`src/rtl/lc3_bus_arbiter.sv`:
```
`default_nettype none
// ============================================================================
// lc3_bus_arbiter : fixed-priority N-source bus with keeper and contention log
// Revision: 1.0
// ============================================================================
module lc3_bus_arbiter #(
    parameter int WIDTH = 16,
    parameter int N_SRC = 4,
    parameter int KEEP  = 1,
    parameter int CNT_W = 8
) (
    input  logic                     Clk,
    input  logic                     Reset_n,
    input  logic [N_SRC-1:0]         gate,
    input  logic [N_SRC*WIDTH-1:0]   src_data,
    input  logic                     err_clr,
    output logic [WIDTH-1:0]         bus_out,
    output logic                     bus_valid,
    output logic                     contention,
    output logic [$clog2(N_SRC)-1:0] owner_idx,
    output logic                     err_sticky,
    output logic [CNT_W-1:0]         err_cnt
);

    localparam int IDX_W = $clog2(N_SRC);
    localparam logic [CNT_W-1:0] C_CNT_MAX = {CNT_W{1'b1}};

    logic [IDX_W-1:0] win_idx;
    logic [WIDTH-1:0] win_data;
    logic [WIDTH-1:0] idle_val;

    logic [IDX_W-1:0] owner_q, owner_d;
    logic             err_sticky_q, err_sticky_d;
    logic [CNT_W-1:0] err_cnt_q, err_cnt_d;

    // Descending scan so the lowest set index is the last, winning assignment.
    always_comb begin
        win_idx = '0;
        for (int i = N_SRC - 1; i >= 0; i--) begin
            if (gate[i]) begin
                win_idx = IDX_W'(i);
            end
        end
    end

    assign win_data   = src_data[int'(win_idx)*WIDTH +: WIDTH];
    assign bus_valid  = |gate;
    // Clearing the lowest set bit leaves something only if two or more were set.
    assign contention = |(gate & (gate - N_SRC'(1)));
    assign bus_out    = bus_valid ? win_data : idle_val;

    generate
        if (KEEP != 0) begin : g_keep
            logic [WIDTH-1:0] keep_q, keep_d;

            always_comb begin
                keep_d = bus_valid ? win_data : keep_q;
            end

            always_ff @(posedge Clk) begin
                if (!Reset_n) begin
                    keep_q <= '0;
                end else begin
                    keep_q <= keep_d;
                end
            end

            assign idle_val = keep_q;
        end else begin : g_no_keep
            assign idle_val = '0;
        end
    endgenerate

    // A contention edge outranks err_clr: the new event is recorded as count 1.
    always_comb begin
        owner_d      = bus_valid ? win_idx : owner_q;
        err_sticky_d = err_sticky_q;
        err_cnt_d    = err_cnt_q;
        if (contention) begin
            err_sticky_d = 1'b1;
            if (err_clr) begin
                err_cnt_d = CNT_W'(1);
            end else if (err_cnt_q != C_CNT_MAX) begin
                err_cnt_d = err_cnt_q + CNT_W'(1);
            end
        end else if (err_clr) begin
            err_sticky_d = 1'b0;
            err_cnt_d    = '0;
        end
    end

    always_ff @(posedge Clk) begin
        if (!Reset_n) begin
            owner_q      <= '0;
            err_sticky_q <= 1'b0;
            err_cnt_q    <= '0;
        end else begin
            owner_q      <= owner_d;
            err_sticky_q <= err_sticky_d;
            err_cnt_q    <= err_cnt_d;
        end
    end

    assign owner_idx  = owner_q;
    assign err_sticky = err_sticky_q;
    assign err_cnt    = err_cnt_q;

endmodule
`default_nettype wire

```
`config.mk`:
```
export PLATFORM = sky130hd
export DESIGN_NAME = lc3_bus_arbiter
export DESIGN_NICKNAME = d
export VERILOG_FILES = /design/src/rtl/lc3_bus_arbiter.sv
export SDC_FILE = /design/constraint.sdc
export NUM_CORES = 1
export LEC_CHECK = 0
export CAP_MARGIN = 20
export CORE_MARGIN = 1.5
export CORE_UTILIZATION = 37
export CTS_CLUSTER_DIAMETER = 150
export DETAILED_ROUTE_END_ITERATION = 10
export PLACE_DENSITY_LB_ADDON = 0.25
export SETUP_SLACK_MARGIN = 0.2
export SYNTH_ARGS = -nofsm -noshare
export SYNTH_HDL_FRONTEND = slang
export SYNTH_SLANG_ARGS = --single-unit
```
`constraint.sdc`:
```
create_clock -name Clk -period 2.3 [get_ports Clk]
set_input_delay 0.46 -clock Clk [delete_from_list [all_inputs] [get_ports Clk]]
set_output_delay 0.46 -clock Clk [all_outputs]
set_load 0.005 [all_outputs]
```
==> results of run 1 <==
[logic make-up (layout without fill, tap and decap cells)]
family | Yosys count | in the layout | synth area share
flops | 27 | 27 | 0.3260
mux | 1 | 1 | 0.006038
fa+ha+maj | 1 | 1 | 0.007546
compound gates | 65 | 65 | 0.2913
buf+inv | 21 | 146 | 0.06490
simple gates | 99 | 99 | 0.3042
[stage by stage]
| step | setup WS [ns] | power (uW) | area [sq um] | cells |
|---|---|---|---|---|
| 6_report | 0.04111 | 1266 | 3277 | 391 |
| 5_1_grt | 0.01524 | 1332 | 3277 | 391 |
| 4_1_cts | 0.05723 | 1249 | 3237 | 387 |
| 3_5_place_dp | -0.5321 | 920.9 | 2830 | 372 |
| 3_3_place_gp | -0.5309 | 914.5 | 2830 | 372 |
| 2_1_floorplan | 0.2596 | 669.7 | 1658 | 214 |
[synth_stat cells, drive strengths merged, types with 2 or more instances]
cell type	number	area [sq um]
dfxtp	27	540.5
nand3	5	25.02
nor3	3	15.01
a221oi	16	140.1
nor2	38	152.6
nor2b	2	12.51
a211oi	3	22.52
or4	3	22.52
nand2b	3	18.77
buf	14	81.33
or2	2	12.52
o21ai	2	10.01
clkbuf	4	15.01
a22o	16	140.1
nand2	20	75.07
inv	3	11.26
a21oi	19	95.09
nor3b	17	127.6
[state kept, by name, summed over array words and instances, names as in the netlist]
| register | cells |
|---|---|
| owner_idx | 2 |
| g_keep.keep_q | 16 |
| err_cnt | 8 |
| err_sticky | 1 |
[power breakdown]
part	internal, uW	switching [uW]	total [uW]	leakage [uW]
Combinational	281	183	464	0.00102
Clock	122	165	286	0.0000255
Sequential	495	20.8	516	0.000222
[per-layer routing]
metal / wire [um] / global-route usage
met1: 2659 / 0.3222
met2: 3258 / 0.4730
met3: 316 / 0.03319
met4: 105 / 0.07692
met5: 0 / 0
[area by class of cell]
cell class,instances,area (sq um),area share
multi-input combinational,166,1265,0.3860
timing repair buffer,139,1349,0.4116
sequential,27,540.5,0.1649
clock inverter,1,5.005,0.001527
clock buffer,3,41.29,0.01260
inverter,3,11.26,0.003436
tap,52,65.06,0.01985
[what timing repair did]
action,CTS,global route
cloned,1,0
setup buffers,10,4
hold buffers,0,0
resized for setup,143,14
endpoints found under the setup margin,22,18
pin swaps,3,6
[how the worst max path moves through the flow]
stage	startpoint	end
finish	gate[1]	bus_out[12]
global route	gate[1]	bus_out[12]
CTS	gate[3]	bus_out[10]
detailed placement	gate[1]	bus_out[10]
global placement	gate[3]	bus_out[1]
floorplan	gate[1]	bus_out[10]
[worst max-delay path: cells and delay by family]
kind	cells	cell delay, ns
buffers and inverters	5	0.63
and+or+nand+nor	3	0.70
==> results by group, run 1 <==
Clocking
  – Clk sinks: 27
  – Root Buffer: clkbuf_8
  – Cts bufs inserted: 3
  – TritonCTS clock tree: built
  – CTS clock-pin slew for the worst setup and hold paths: 0.10 ns
  – Longest Clk Path Bufs: 2
  – Clk_lat worst skew: 0.28 ns
  – H-tree levels: 1

Die
  – IO Pins: 100
  – Starting Density: 0.3834
  – Area of the die: 0.004891 sq mm
  – FP Rows: 24
  – Die Span X: 69.94 um
  – Die Ht: 69.94 um
  – Core area: about 0.0043 sq mm

Routing
  – Vias: 2,120
  – Total routed wirelength: 6340 um
  – WL per Instance: 16.21 um
  – Drt pass-1 iters: 5
  – First DRT Iteration DRCs: 125
  – Vias per cell: roughly 5.4
  – Drt drc: 0
  – Final ANT Viol Nets: 0

Place
  – Port bufs: 99
  – RD Place Congestion: 0.8243
  – Hpwl dp: roughly 4000 um

Synthesis
  – Post-Syn Area: 0.001658 sq mm
  – Synthesis warning total: 0
  – Top_reg_cell synth: dfxtp_1
  – Ys async rst share: 0
  – Syn avg cell area: 7.747 sq um
  – Synth cell types: 40
  – Post-synth EDFFs: 0
  – Syn Nets: 286
  – Synth Register Bits: 27
  – Mapped Cells: around 210
  – Post-synthesis sequential area ratio: 0.3260

Timing
  – Final period util: 0.9821
  – Max_slew headroom: 0.7396
  – Final setup viols: 0
  – Actual slew at the worst max-slew pin: slightly below 0.4 ns
  – RSZ-0062 raised after global routing: yes
  – Minimum clock period: 2.259 ns
  – Setup TNS: 0 ns
  – Final Hold Fails: 0
  – Slew Limit Fails: 0
  – Final Hold Slack: 0.4390 ns
  – Final Skew: around 0.0013 ns
  – Maximum clock rate: 442.7 MHz

Worst setup path
  – Most frequent cell on the critical path: buf_8
  – CP Capture Type: primary output
  – Largest stage delay, worst path: 0.54 ns
  – FF-to-FF End: err_cnt[6]$_SDFFE_PN0P_
  – CP max FO: 6
  – R2R cell count: 5
  – Slowest cell on crit path: or4_4
  – Cells along the critical path: buf_8 -> or4_4 -> buf_8 -> buf_12 -> buf_8 -> nor2_4 -> nor2_1 -> buf_2
  – Arr. time, crit path: around 1.8 ns
  – Startpoint types: input pin
  – Worst r2r src: err_cnt[0]$_SDFFE_PN0P_
  – Crit path required time: about 1.8 ns
  – WS Path Type: input pin to primary output
  – Worst reg2reg setup slack: 0.60 ns

Finish
  – Share of layout cells above drive strength 1: 0.3304
  – Final nets: 412
  – Most frequent cells in the layout: clkdlybuf4s50_1, dfxtp_1, buf_4, nor2_1, nand2_1
  – Most common cell after layout, fill and taps aside: clkdlybuf4s50_1
  – Fillers: 312
  – Fin util: 0.7578
  – Area growth from synthesis to layout: 97.66%
  – Antenna diodes: 0

Global routing
  – Initial antenna violation count: 0
  – Vias in the first global route: 2,077
  – Total gr overflow: 0
  – Tot GR Track Use: 0.2613
  – Largest net degree at the start of global routing: 18
  – First-pass GRT wire length: 10,230 um

Status
  – Outcome: completed

Power and ir drop
  – LEAKAGE: 0.001263 uW
  – Worst VDD drop: 0.2805 mV
  – Pwr per Cell Area: between 300 and 400 mW/mm^2

Hold path
  – Hold path startpoint: gate[3]
  – WHS Path Cells: 2
  – Hold endpoint: owner_idx[1]$_SDFFE_PN0N_
  – HP Class: input pin to register

Flow run
  – Maxcap violations: 0
(Power assumes the default switching activity.)
==> run 2: changes to the inputs <==
Settings changed: CAP_MARGIN 20 to unset, CORE_MARGIN 1.5 to unset, PLACE_DENSITY_LB_ADDON 0.25 to 0.1.
==> results by group, run 2 (synthesis gave the netlist of run 1 again) <==
Routing
  – Final ANT Viol Nets: 0 (unchanged)
  – Vias per cell: 5.518 (was 5.422)
  – WL per Instance: 16.63 um (was 16.21 um)
  – Vias: 2,108 (was 2,120)
  – Total routed wirelength: 6354 um (was 6340 um)
  – Drt drc: 0 (unchanged)
  – First DRT Iteration DRCs: 131 (was 125)
  – Drt pass-1 iters: 4 (was 5)

Worst setup path
  – Arr. time, crit path: 1.68 ns (was 1.80 ns)
  – Crit path required time: 1.84 ns (about the same)
  – Startpoint types: input pin (unchanged)
  – Largest stage delay, worst path: 0.62 ns (was 0.54 ns)
  – Slowest cell on crit path: or4_4 (unchanged)
  – CP Capture Type: primary output (unchanged)
  – Cells along the critical path: buf_8 -> or4_4 -> buf_16 -> nor2_4 -> nor2_1 -> buf_2 (was buf_8 -> or4_4 -> buf_8 -> buf_12 -> buf_8 -> nor2_4 -> nor2_1 -> buf_2)
  – CP max FO: 4 (was 6)
  – WS Path Type: input pin to primary output (unchanged)

Die
  – Core area: 0.004144 sq mm (was 0.004324 sq mm)
  – Starting Density: 0.4001 (was 0.3834)
  – FP Rows: 23 (was 24)
  – IO Pins: 100 (unchanged)
  – Die Span X: 68.94 um (was 69.94 um)
  – Die Ht: 68.94 um (was 69.94 um)
  – Area of the die: 0.004752 sq mm (was 0.004891 sq mm)

Timing
  – Final Hold Fails: 0 (unchanged)
  – Max_slew headroom: 0.7554 (was 0.7396)
  – RSZ-0062 raised after global routing: yes (unchanged)
  – Setup TNS: 0 ns (unchanged)
  – Slew Limit Fails: 0 (unchanged)
  – Final period util: 0.9316 (was 0.9821)
  – Final setup viols: 0 (unchanged)
  – Actual slew at the worst max-slew pin: 0.3655 ns (was 0.3892 ns)
  – Final Skew: 0.001723 ns (was 0.001274 ns)
  – Maximum clock rate: 466.7 MHz (was 442.7 MHz)
  – Minimum clock period: 2.143 ns (was 2.259 ns)

Finish
  – Non-filler instance count after layout: 382 (was 391)
  – Antenna diodes: 0 (unchanged)
  – Most frequent cells in the layout: clkdlybuf4s50_1, dfxtp_1, buf_4, nor2_1, nand2_1 (unchanged)
  – Final nets: 405 (was 412)
  – Flip-flop count of the largest register after layout: 16 (unchanged)
  – Biggest register: g_keep.keep_q (unchanged)
  – Share of layout cells above drive strength 1: 0.3072 (was 0.3304)
  – Most common cell after layout, fill and taps aside: clkdlybuf4s50_1 (unchanged)
  – Area growth from synthesis to layout: 92.15% (was 97.66%)

Power and ir drop
  – Clk pwr share: 0.229 (was 0.226)
  – P_sw: 366.2 uW (was 368.1 uW)
  – LEAKAGE: 0.001219 uW (was 0.001263 uW)
  – Worst VDD drop: 0.2522 mV (was 0.2805 mV)
  – Pwr per Cell Area: 392.8 mW/mm^2 (was 386.4 mW/mm^2)
  – Sequential fraction of design power: 0.414 (was 0.407)
  – Power consumption: 1251 uW (was 1266 uW)
  – Int Power: 885.0 uW (was 898.1 uW)
  – Sw Ratio: 0.2927 (was 0.2907)
  – Combinational power share: 0.358 (was 0.366)

Clocking
  – CTS clock-pin slew for the worst setup and hold paths: 0.09 ns (was 0.10 ns)
  – TritonCTS clock tree: built (unchanged)
  – Hold Buf Count CTS: 0 (unchanged)
  – Longest Clk Path Bufs: 2 (unchanged)
  – H-tree levels: 1 (unchanged)
  – Clk sinks: 27 (unchanged)
  – Cts bufs inserted: 3 (unchanged)
  – Root Buffer: clkbuf_8 (unchanged)
  – Clk_lat worst skew: 0.28 ns (about the same)

Flow run
  – Maxcap violations: 0 (unchanged)

Global routing
  – Largest net degree at the start of global routing: 19 (was 18)
  – GRT Max-Usage Layer: met2 (unchanged)
  – Initial antenna violation count: 0 (unchanged)
  – Tot GR Track Use: 0.2535 (was 0.2613)
  – First-pass GRT wire length: 8611 um (was 10,230 um)
  – Total gr overflow: 0 (unchanged)
  – Grt met1 use: 0.3015 (was 0.3222)
  – Met3 Resource Use GR: 0.04934 (was 0.03319)
  – Vias in the first global route: 1,891 (was 2,077)
  – Met2 usage: 0.4272 (was 0.4730)

Hold path
  – HP Class: register to register (was input pin to register)

Status
  – Outcome: completed (unchanged)

Place
  – Hpwl dp: 4038 um (was 3969 um)
  – RD Place Congestion: 0.7975 (was 0.8243)
  – Port bufs: 99 (unchanged)
  – Post-Place Cells: 369 (was 372)
run 2: path summary, 6_finish.rpt:
path | endpoint | startpoint | depth (start not counted) | slack [ns]
min reg2reg | err_sticky$_SDFFE_PN0P_ | err_sticky$_SDFFE_PN0P_ | 2 | 0.49
max | bus_out[13] | gate[1] | 6 | 0.16
min | err_sticky$_SDFFE_PN0P_ | err_sticky$_SDFFE_PN0P_ | 2 | 0.49
max reg2reg | err_cnt[6]$_SDFFE_PN0P_ | err_cnt[0]$_SDFFE_PN0P_ | 4 | 0.47
run 2: repair_timing:
item,CTS,global route
pin swaps,10,7
gates resized for setup,145,10
gates cloned,2,0
setup endpoints to repair,21,17
setup buffers,4,3
run 2: through the flow:
step / hold WS (ns) / setup WS (ns) / utilization / cell area (sq um)
4_1_cts: 0.5032 / 0.1733 / 0.7500 / 3108
5_1_grt: 0.5238 / 0.1325 / 0.7687 / 3186
3_5_place_dp: 0.4878 / -0.5203 / 0.6775 / 2808
3_3_place_gp: 0.4672 / -0.5090 / 0.6775 / 2808
2_1_floorplan: 0.4723 / 0.2596 / - / 1658
6_report: 0.4921 / 0.1573 / 0.7687 / 3186
run 2: power groups by stage:
stage | Sequential (uW) | Clock, uW | Combinational (uW)
detailed placement | 517 | 0 | 399
CTS | 516 | 285 | 420
global placement | 517 | 0 | 396
global route | 520 | 306 | 478
finish | 518 | 286 | 448
floorplan | 515 | 0 | 154
run 2: layout make-up:
class / count / area (sq um)
Fill cell: 309 / 958.4
Inverter: 3 / 11.26
Timing Repair Buffer: 132 / 1249
Tap cell: 50 / 62.56
Sequential cell: 27 / 540.5
Clock buffer: 4 / 45.04
Multi-Input combinational cell: 166 / 1277
run 2: critical path, delay by kind of cell:
kind	cells	cell delay (ns)
simple gates	3	0.78
buf+inv	3	0.44
run 2: routing by layer:
layer  part of all wire  routed length (um)
met1               0.41                2589
met2               0.49                3131
met3              0.079                 501
met4              0.021                 131
met5                  0                   0
==> run 3: changes to the inputs <==
Settings changed: ABC_CLOCK_PERIOD_IN_PS set to 2300, CTS_BUF_LIST set to sky130_fd_sc_hd__clkbuf_2, PLACE_DENSITY set to 0.8, PLACE_DENSITY_LB_ADDON 0.1 to unset.
==> results by group, run 3 (synthesis gave the netlist of run 1 again) <==
Timing
  – Minimum clock period: 2.181 ns (was 2.143 ns)
  – Final period util: 0.9482 (was 0.9316)
  – Final Skew: 0.0005487 ns (was 0.001723 ns)
  – Max_slew headroom: 0.7091 (was 0.7554)
  – Final Hold Fails: 0 (unchanged)
  – RSZ-0062 raised after global routing: yes (unchanged)
  – Setup TNS: 0 ns (unchanged)
  – Maximum clock rate: 458.5 MHz (was 466.7 MHz)
  – Final setup viols: 0 (unchanged)
  – Actual slew at the worst max-slew pin: 0.4348 ns (was 0.3655 ns)
  – Slew Limit Fails: 0 (unchanged)

Routing
  – Drt pass-1 iters: 6 (was 4)
  – Vias: 2,217 (was 2,108)
  – Drt drc: 0 (unchanged)
  – Vias per cell: 5.556 (was 5.518)
  – Met1 Wirelength: 2634 um (was 2589 um)
  – Total length of routed met2 wires: 3354 um (was 3131 um)
  – WL per Instance: 15.96 um (was 16.63 um)
  – First DRT Iteration DRCs: 110 (was 131)
  – Routed met3 length: 297 um (was 501 um)
  – Top sig layer: met4 (unchanged)
  – Total routed wirelength: 6370 um (was 6354 um)
  – Final ANT Viol Nets: 0 (unchanged)

Die
  – Die Span X: 68.94 um (unchanged)
  – Starting Density: 0.4001 (unchanged)
  – Area of the die: 0.004752 sq mm (unchanged)
  – IO Pins: 100 (unchanged)
  – FP Rows: 23 (unchanged)
  – Die Ht: 68.94 um (unchanged)
  – Core area: 0.004144 sq mm (unchanged)

Worst setup path
  – Startpoint types: input pin (unchanged)
  – WP buf/inv: 3 (unchanged)
  – Crit path required time: 1.84 ns (about the same)
  – Crit-path leading delay family: simple AND/OR/NAND/NOR gates (unchanged)
  – Cells along the critical path: buf_8 -> or3_4 -> buf_12 -> a21oi_1 -> a221oi_2 -> nor2_1 -> buf_2 (was buf_8 -> or4_4 -> buf_16 -> nor2_4 -> nor2_1 -> buf_2)
  – Slowest cell on crit path: or3_4 (was or4_4)
  – Arr. time, crit path: 1.72 ns (was 1.68 ns)
  – Largest stage delay, worst path: 0.40 ns (was 0.62 ns)
  – CP max FO: 12 (was 4)
  – WS Path Type: input pin to primary output (unchanged)
  – Worst reg2reg setup slack: 0.49 ns (was 0.47 ns)
  – CP Capture Type: primary output (unchanged)

Clocking
  – Cts bufs inserted: 3 (unchanged)
  – CTS clock-pin slew for the worst setup and hold paths: 0.26 ns (was 0.09 ns)
  – H-tree levels: 1 (unchanged)
  – Clk sinks: 27 (unchanged)
  – Root Buffer: clkbuf_2 (was clkbuf_8)
  – Longest Clk Path Bufs: 2 (unchanged)
  – TritonCTS clock tree: built (unchanged)
  – Clk_lat worst skew: 0.36 ns (was 0.28 ns)

Finish
  – Most frequent cells in the layout: clkdlybuf4s50_1, buf_4, dfxtp_1, nor2_1, nand2_1 (was clkdlybuf4s50_1, dfxtp_1, buf_4, nor2_1, nand2_1)
  – Final nets: 422 (was 405)
  – Share of layout cells above drive strength 1: 0.3610 (was 0.3072)
  – Biggest register: g_keep.keep_q (unchanged)
  – Design area: 0.003274 sq mm (was 0.003186 sq mm)
  – Fin util: 0.7902 (was 0.7687)
  – Antenna diodes: 0 (unchanged)
  – Most common cell after layout, fill and taps aside: clkdlybuf4s50_1 (unchanged)
  – Flip-flop count of the largest register after layout: 16 (unchanged)
  – Area growth from synthesis to layout: 97.51% (was 92.15%)

Place
  – RD Place Congestion: 0.8587 (was 0.7975)
  – Hpwl dp: 4403 um (was 4038 um)
  – Placed inst area: 0.002913 sq mm (was 0.002808 sq mm)
  – Port bufs: 99 (unchanged)

Global routing
  – Total gr overflow: 0 (unchanged)
  – Vias in the first global route: 2,024 (was 1,891)
  – First-pass GRT wire length: 9328 um (was 8611 um)
  – Tot GR Track Use: 0.2614 (was 0.2535)
  – Initial antenna violation count: 0 (unchanged)
  – Largest net degree at the start of global routing: 17 (was 19)

Hold path
  – HP Class: register to register (unchanged)

Power and ir drop
  – Worst VDD drop: 0.2356 mV (was 0.2522 mV)
  – Power consumption: 1188 uW (was 1251 uW)
  – Pwr per Cell Area: 362.8 mW/mm^2 (was 392.8 mW/mm^2)
  – LEAKAGE: 0.001290 uW (was 0.001219 uW)

Flow run
  – Maxcap violations: 0 (unchanged)

Status
  – Outcome: completed (unchanged)
## run 3: changes by cell type in the layout (fill, tap and decap cells not counted), moves of 4 or more
| cell | previous run | this run |
|---|---|---|
| buf_2 | 19 | 11 |
| buf_4 | 24 | 42 |
| nor2_2 | 0 | 4 |
| clkbuf_2 | 0 | 9 |
| a21oi_2 | 8 | 14 |
| a21oi_1 | 11 | 5 |
## run 3: final timing paths
kind / from / cells past startpoint / to
max: gate[3] / 7 / bus_out[12]
min reg2reg: err_sticky$_SDFFE_PN0P_ / 2 / err_sticky$_SDFFE_PN0P_
min: err_sticky$_SDFFE_PN0P_ / 2 / err_sticky$_SDFFE_PN0P_
max reg2reg: err_cnt[0]$_SDFFE_PN0P_ / 4 / err_cnt[6]$_SDFFE_PN0P_
## run 3: metrics by stage
| step | setup WS (ns) | hold slack (ns) | instances |
|---|---|---|---|
| 3_3_place_gp | -0.5315 | 0.4700 | 383 |
| 2_1_floorplan | 0.2596 | 0.4723 | 214 |
| 6_report | 0.1192 | 0.4978 | 399 |
| 3_5_place_dp | -0.5647 | 0.4779 | 383 |
| 4_1_cts | 0.1310 | 0.4305 | 393 |
| 5_1_grt | 0.07635 | 0.5340 | 399 |
## run 3: where the power goes
group | leakage, uW | total, uW | internal, uW | switching, uW
combinational | 0.00105 | 480 | 289 | 190
clock | 0.0000166 | 191 | 45.8 | 145
sequential | 0.000222 | 517 | 497 | 20.5
total | 0.00129 | 1190 | 832 | 356
## run 3: worst min-delay path, stage by stage, from the launching register on
cell and delay, ns:
dfxtp_1 0.37, nand2b_1 0.06, a21boi_0 0.07
## run 3: area by class of cell
type                    instances  area [sq um]
clock buffers                   4         20.02
inverters                       3         11.26
multi-input cells             166          1279
well taps                      50         62.56
fillers                       280         869.6
flip-flops and latches         27         540.5
repair buffers                149          1361
## run 3: repair_timing
action,in CTS,in global routing
resized for setup,130,27
hold buffers,0,0
buffers inserted,6,6
endpoints found under the setup margin,19,16
pin swaps,18,25
## run 3: layer usage
metal,vias to the layer above,global-route usage
met1,1061,0.3248
li1,1060,-
met3,10,0.01316
met4,0,0.1071
met5,-,0
met2,86,0.4648
